**src/rtl/decoder_pkg.sv**
```systemverilog
// Shared definitions for the registered one-hot decoder: mode encodings,
// the one-hot expansion and the dwell counter width helper.
package decoder_pkg;

  typedef enum logic {
    MODE_DIRECT = 1'b0,
    MODE_SCAN   = 1'b1
  } mode_e;

  // onehot() is sized for the widest supported select; callers cast the
  // result down to their own 2^N width. Supports N up to ONEHOT_MAX_N.
  localparam int ONEHOT_MAX_N = 10;
  localparam int ONEHOT_MAX_W = 1 << ONEHOT_MAX_N;

  function automatic logic [ONEHOT_MAX_W-1:0] onehot(input logic [ONEHOT_MAX_N-1:0] code);
    logic [ONEHOT_MAX_W-1:0] v;
    v       = '0;
    v[code] = 1'b1;
    return v;
  endfunction

  // max(1, clog2(hold)) so that HOLD=1 still gets a one-bit counter
  function automatic int dwell_w(input int hold);
    return (hold <= 2) ? 1 : $clog2(hold);
  endfunction

endpackage

```
**src/rtl/decoder_scan_dwell_timer.sv**
```systemverilog
// Dwell counter: counts 0..HOLD-1 while run is high and pulses tick on the
// last count, wrapping back to 0 on that same edge.
module dwell_timer
  import decoder_pkg::*;
#(
  parameter int HOLD = 4
) (
  input  logic clk,
  input  logic rst,
  input  logic clr,
  input  logic run,
  output logic tick
);

  localparam int             W    = dwell_w(HOLD);
  localparam logic [W-1:0]   LAST = W'(HOLD - 1);

  logic [W-1:0] count_q;
  logic [W-1:0] count_d;

  assign tick = run && (count_q == LAST);

  always_comb begin
    count_d = count_q;
    if (clr) begin
      count_d = '0;
    end else if (run) begin
      count_d = tick ? '0 : count_q + 1'b1;
    end
  end

  always_ff @(posedge clk) begin
    if (rst) begin
      count_q <= '0;
    end else begin
      count_q <= count_d;
    end
  end

endmodule

```
**src/rtl/decoder_scan.sv**
```systemverilog
// Registered N-to-2^N one-hot decoder with a direct mode (decode sel) and a
// scan mode that strobes every output in turn for HOLD cycles each.
module decoder_scan
  import decoder_pkg::*;
#(
  parameter int N    = 2,
  parameter int HOLD = 4
) (
  input  logic              clk,
  input  logic              rst,
  input  logic              en,
  input  logic              mode,
  input  logic [N-1:0]      sel,
  output logic [(1<<N)-1:0] out,
  output logic [N-1:0]      idx,
  output logic              wrap
);

  localparam int OUT_W = 1 << N;

  logic [N-1:0]     idx_q, idx_d;
  logic [OUT_W-1:0] out_q, out_d;
  logic             wrap_q, wrap_d;
  logic             scan_active_q, scan_active_d;

  logic             timer_run;
  logic             timer_clr;
  logic             tick;
  logic [N-1:0]     idx_inc;
  logic [OUT_W-1:0] sel_onehot;
  logic [OUT_W-1:0] inc_onehot;

  // The dwell timer only runs once a scan is established; any other
  // condition (disable, direct mode, scan entry) restarts the dwell.
  assign timer_run = en && (mode_e'(mode) == MODE_SCAN) && scan_active_q;
  assign timer_clr = !timer_run;

  assign idx_inc    = idx_q + 1'b1;
  assign sel_onehot = OUT_W'(onehot(ONEHOT_MAX_N'(sel)));
  assign inc_onehot = OUT_W'(onehot(ONEHOT_MAX_N'(idx_inc)));

  dwell_timer #(
    .HOLD (HOLD)
  ) u_dwell (
    .clk  (clk),
    .rst  (rst),
    .clr  (timer_clr),
    .run  (timer_run),
    .tick (tick)
  );

  always_comb begin
    idx_d         = idx_q;
    out_d         = out_q;
    wrap_d        = 1'b0;
    scan_active_d = 1'b0;
    if (!en) begin
      out_d = '0;
    end else if (mode_e'(mode) == MODE_DIRECT) begin
      idx_d = sel;
      out_d = sel_onehot;
    end else if (!scan_active_q) begin
      idx_d         = sel;
      out_d         = sel_onehot;
      scan_active_d = 1'b1;
    end else begin
      scan_active_d = 1'b1;
      if (tick) begin
        idx_d  = idx_inc;
        out_d  = inc_onehot;
        wrap_d = (idx_q == {N{1'b1}});
      end
    end
  end

  always_ff @(posedge clk) begin
    if (rst) begin
      idx_q         <= '0;
      out_q         <= '0;
      wrap_q        <= 1'b0;
      scan_active_q <= 1'b0;
    end else begin
      idx_q         <= idx_d;
      out_q         <= out_d;
      wrap_q        <= wrap_d;
      scan_active_q <= scan_active_d;
    end
  end

  assign out  = out_q;
  assign idx  = idx_q;
  assign wrap = wrap_q;

endmodule

```
**config.mk**
```make
export PLATFORM = sky130hd
export DESIGN_NAME = decoder_scan
export DESIGN_NICKNAME = d
export VERILOG_FILES = /design/src/rtl/decoder_pkg.sv /design/src/rtl/decoder_scan_dwell_timer.sv /design/src/rtl/decoder_scan.sv
export SDC_FILE = /design/constraint.sdc
export NUM_CORES = 1
export LEC_CHECK = 0
export CAP_MARGIN = 10
export CORE_MARGIN = 4
export CORE_UTILIZATION = 32
export DETAILED_ROUTE_END_ITERATION = 6
export MAX_ROUTING_LAYER = met4
export PLACE_DENSITY = 0.68
export SLEW_MARGIN = 20
export SYNTH_ARGS = -nofsm -noshare
export SYNTH_HDL_FRONTEND = slang
export SYNTH_SLANG_ARGS = --single-unit
```
**constraint.sdc**
```tcl
create_clock -name clk -period 1.4 [get_ports clk]
set_input_delay 0.14 -clock clk [delete_from_list [all_inputs] [get_ports clk]]
set_output_delay 0.14 -clock clk [all_outputs]
set_load 0.02 [all_outputs]
```
# Word level (Yosys, flattened, before mapping)

Cells that the tools add are included.
W data, S select, Z words.

Register bits after elaboration: 10
Word-level logic and storage cells: 39
Bits of input ports: 6
Output and inout bits: 7

Mux-type cells: 11
Add/sub/neg operators: 2
Bitwise gates (word level): 5
Equal/unequal tests: 3
Reduce and logical (&&, ||, !) cells: 9
$lt $le $gt $ge: 4

Operators by type and width:

| cell                  | number |
|---|---|
| $lt A2 B11 Y1 const B | 2 |
| $mux W4               | 3 |
| $mux W2               | 3 |
| $logic_and A1 B1 Y1   | 5 |
| $not A1 Y1            | 5 |
| $reduce_or A5 Y1      | 1 |
| $add A2 B1 Y2 const B | 2 |
| $demux W1 S2          | 2 |
| $eq A2 B2 Y1 const B  | 2 |
| $ge A2 B1 Y1 const B  | 2 |
| $mux W1               | 3 |
| $ne A3 B2 Y1 const B  | 1 |
| $reduce_or A3 Y1      | 1 |
| $reduce_and A2 Y1     | 1 |
| $reduce_or A2 Y1      | 1 |

# Logic depth before layout (Yosys ltp)

Word-level depth: 8
Mapped depth: 5
Gate-level depth less buffers: 5

# Hierarchy

Synthesis repeated with hierarchy kept, for this count alone.

Cells, all modules: 58
Area total of the unflattened synthesis: 540.5 µm²

Modules (own cells, without submodules):

| module       | times used | area each (µm²) | seq. area each (µm²) | cells an instance |
|---|---|---|---|---|
| decoder_scan | 1          | 439.2           | 160.2                | 49 |
| dwell_timer  | 1          | 101.3           | 40.0                 | 9 |

# Worst setup path after synthesis

No wires, ideal clock.

Path kind: flip-flop to flip-flop
From: register idx_q[0], in the netlist idx[0]
To: register out_q[1], in the netlist out[1]
Buffers on the path: 0
Clock period less this slack: 1,273 ps
Setup time: 120 ps
Data required time: 1,280 ps
Stages on the path, launching flop included: 6
Arrival: 1,153 ps
Slack: 127 ps
Path through: dfxtp_1 -> inv_1 -> ha_1 -> mux2_2 -> nand2_1 -> a21oi_1

Longest elaborated chain between the ends: 8
Elaborated cells on any way between the ends: 9
Classes of those cells: add/sub: 1; order compare: 2; mux: 5; reduce/logical: 1

RTL lines:

| what                                                                | line               | RTL |
|---|---|---|
| start, declared                                                     | decoder_scan.sv:21 | `logic [N-1:0] idx_q, idx_d;` |
| start signal, assigned                                              | decoder_scan.sv:83 | `idx_q <= idx_d;` |
| $add A2 B1 Y2 (*)                                                   | decoder_scan.sv:38 | `assign idx_inc = idx_q + 1'b1;` |
| $lt A2 B11 Y1 (not written as such) or $ge A2 B1 Y1 (tied branches) | decoder_pkg.sv:18  | `v[code] = 1'b1;` |
| $logic_and A1 B1 Y1 (not written as such)                           | decoder_pkg.sv:18  |  |
| $mux W1 (not written as such)                                       | decoder_pkg.sv:18  |  |
| $demux W1 S2 (*)                                                    | decoder_pkg.sv:18  |  |
| $mux W4 (*)                                                         | decoder_scan.sv:68 | `if (tick) begin` |
| $mux W4 (*)                                                         | decoder_scan.sv:62 | `end else if (!scan_active_q) begin` |
| $mux W4 (*)                                                         | decoder_scan.sv:59 | `end else if (mode_e'(mode) == MODE_DIRECT) begin` |
| end signal, assigned                                                | decoder_scan.sv:84 | `out_q <= out_d;` |
| end, declared                                                       | decoder_scan.sv:22 | `logic [OUT_W-1:0] out_q, out_d;` |

Every way passes the cells marked *; elsewhere a longest branch is shown, timed or not. The select of a mux whose other input is x is not followed.
A chain may end at the register's enable or synchronous reset.

# Worst setup path in the final report

From: register out_q[1], in the netlist out[1]
To: output port out[1]

RTL lines:

| what          | line               | RTL |
|---|---|---|
| end, declared | decoder_scan.sv:14 | `output logic [(1<<N)-1:0] out,` |

No word-level cell between the ends.

==> results.py <==
metrics = {
    "logic_synthesis": {
        "synth-compound-area-share": 0.151,
        "postSynth.asyncResetShare": 0,
        "synthMuxAreaShare": 0.0638,
        "synthDistinctLibCells": 22,
        "synth_area_um2": 529,
        "synthSimpleGateAreaFrac": 0.215,
        "yosys_warnings": 0,
        "synth_edf_count": 0,
        "synth_adder_area_share": 0.118,
        "synth_area_leader_cell": "dfxtp_1",
        "synth_area_leaders": "dfxtp_1 (38%), ha_1 (12%), mux2_2 (6.4%)",
        "seq_area_frac_synth": 0.378,
        "synth_top_area_share": 0.378,
        "synth_fp_nets": 66,
        "ys_ff_latch": 10,
        "synth_top_family_by_area": "simple AND/OR/NAND/NOR gates",
        "ys.flop_type": "dfxtp_1",
        "synth.most_common_cell": "dfxtp_1",
        "post_synth.cell_area_avg_um2": 9.62,
        "synth_top_cells_by_count": "dfxtp_1 (10), nand2_1 (6), ha_1 (5)",
        "synth_xor_area_frac": 0,
        "syn_inst": 55,
    },
    "floorplan": {
        "die_area_um2": 2370,
        "row_count": 14,
        "core_area_um2": 1540,
        "die_h_um": 48.7,
        "die_x_um": 48.7,
        "initial_utilization": 0.343,
        "ioPinCount": 13,
    },
    "critical_path": {
        "crit_family": "buffers and inverters",
        "end_kind": "output pin",
        "cp-start-kind": "flop",
        "critPathMaxStageDelay_ps": 600,
        "crit_type": "flop to output pin",
        "critPathLaunch": "out[1]$_SDFFE_PP0P_",
        "reg2reg_setup_slack_ps": 150,
        "worstPathCellList": "clkdlybuf4s50_1",
        "arrival_ps": 1190,
        "worstPathMaxFanout": 2,
        "rr_startpoint": "u_dwell.count_q[0]$_SDFF_PP0_",
        "path_buf_inv": 1,
        "reg2regPathDepth": 4,
        "reg2reg_to": "out[1]$_SDFFE_PP0P_",
        "cp_slowest_cell": "clkdlybuf4s50_1",
        "required_ps": 1260,
    },
    "cts": {
        "cts.sinks": 10,
        "post-cts-setup-buffers": 0,
        "clk_pin_slew_ps": 70,
        "cts_tree": "built",
        "numCtsBuffers": 3,
        "worstSkewPairLatency_ps": 260,
        "max-clock-path-buffers": 2,
        "cts_root_buf": "clkbuf_4",
        "htree_levels": 1,
    },
    "flow_run": {
        "cap_violations": 0,
    },
    "route": {
        "drc": 0,
        "drt-total-wl_mm": 1.01,
        "initialDrtViolationCount": 9,
        "wire_per_inst_um": 11.8,
        "vias": 426,
        "dr.pass1.iters": 4,
        "vias_per_cell": 5.01,
        "postRouteAntennaNets": 0,
    },
    "power": {
        "total_power_mw": 0.645,
        "peakVddDrop_v": 0.000434,
        "p_leak_nw": 0.286,
        "power_density_nw_per_um2": 932,
    },
    "timing": {
        "fmax_ghz": 0.751,
        "slew_viol_final": 0,
        "finalClockSkew_ps": 4.24,
        "max_slew.worst_pin.slew_ps": 381,
        "hold_viol_final": 0,
        "setup_viol": 0,
        "fin_crit_ps": 1330,
        "finalCritPeriodShare": 0.951,
        "grt_setup_unrepaired": "false",
        "fin_tns_setup_ps": 0,
        "slew_headroom": 0.746,
    },
    "min_path": {
        "holdPathEnd": "u_dwell.count_q[0]$_SDFF_PP0_",
        "hold_depth": 1,
        "hp-class": "flop to flop",
        "min_from": "u_dwell.count_q[0]$_SDFF_PP0_",
    },
    "global_route": {
        "grt_pass1_wl_mm": 1.71,
        "grt_usage": 0.100,
        "grt_overflow": 0,
        "grt_pass1_vias": 378,
        "grt_max_degree": 10,
        "antenna_found_initial": 0,
    },
    "placed_design": {
        "dpl.hpwl_um": 766,
        "portBuffers": 12,
        "place_congestion": 0.716,
    },
    "status": {
        "status": "finished clean",
    },
    "layout": {
        "nets": 81,
        "antenna_cells": 0,
        "syn2layout_area_growth_pct": 30.7,
        "drive_gt1_frac": 0.203,
    },
}
-- stage by stage --
stage / hold slack (ps) / setup slack (ps) / area, um2 / cells / utilization
after global placement: 416 / 50.3 / 653 / 81 / 0.424
after global routing: 478 / 24.0 / 692 / 85 / 0.449
after CTS: 435 / 26.2 / 687 / 85 / 0.446
after detailed placement: 420 / 29.6 / 653 / 81 / 0.424
after floorplan: 208 / 127 / 529 / 55 / -
final: 444 / 68.4 / 692 / 85 / 0.449
-- state kept, by name, indices dropped and copies added (netlist names) --
| register | count |
|---|---|
| u_dwell.count_q | 2 |
| scan_active_q | 1 |
| idx | 2 |
| wrap | 1 |
| out | 4 |
-- cells by family after synthesis --
kind of cell	after synthesis
AO/OA/AOI/OAI	9
adder cells (fa/ha/maj)	5
buffers and inverters	7
flip-flops	10
multiplexers	3
AND/OR/NAND/NOR	21
-- routing by layer --
layer	GRT usage	vias to the layer above	part of all wire
li1	-	216	-
met2	0.107	13	0.39
met3	0.0736	2	0.080
met5	-	-	0
met4	0.0538	0	0.020
met1	0.131	195	0.51
-- worst reg2reg max path: stages, from the launching register on --
cell and delay, ps:
dfxtp_1 340, ha_2 290, mux2_2 370, nand2_1 70, a21oi_1 60
-- cells in the final DEF (no fill, tap or decap), types with 2 or more instances in the layout --
cell type,Yosys,routed
nand3_1,2,2
dfxtp_1,10,10
nand2_1,6,6
clkdlybuf4s50_1,0,9
nor4_1,2,2
nand3b_1,3,3
inv_1,4,4
a311oi_2,2,2
ha_1,5,4
clkbuf_4,0,3
dlygate4sd2_1,0,2
nor2_1,3,3
mux2_2,3,3
a21oi_1,4,4
-- power by group --
group	total, mW	internal, mW	switching [mW]
sequential	0.301	0.293	0.00717
combinational	0.0890	0.0438	0.0452
clock	0.255	0.158	0.0974
-- worst max path at each step --
stage / endpoint / slack [ps] / depth (start not counted)
after floorplan: out[1]$_SDFFE_PP0P_ / 130 / 5
after global placement: out[2]$_SDFFE_PP0P_ / 50 / 4
after detailed placement: out[0]$_SDFFE_PP0P_ / 30 / 4
after CTS: out[0] / 30 / 1
after global routing: out[2] / 20 / 1
final: out[1] / 70 / 1
-- area by class of cell --
class                   instances  area, um2
well taps                      16       20.0
clock buffers                   4       36.3
multi-input cells              38        293
inverters                       4       15.0
fillers                       156        850
repair buffers                 13        128
flip-flops and latches         10        200
-- what timing repair did --
action,in CTS,in global routing
gates resized for setup,2,2
hold buffers,0,0
endpoints found under the setup margin,2,5
hold endpoints to repair,0,0
Power figures use the tool's default switching activity.
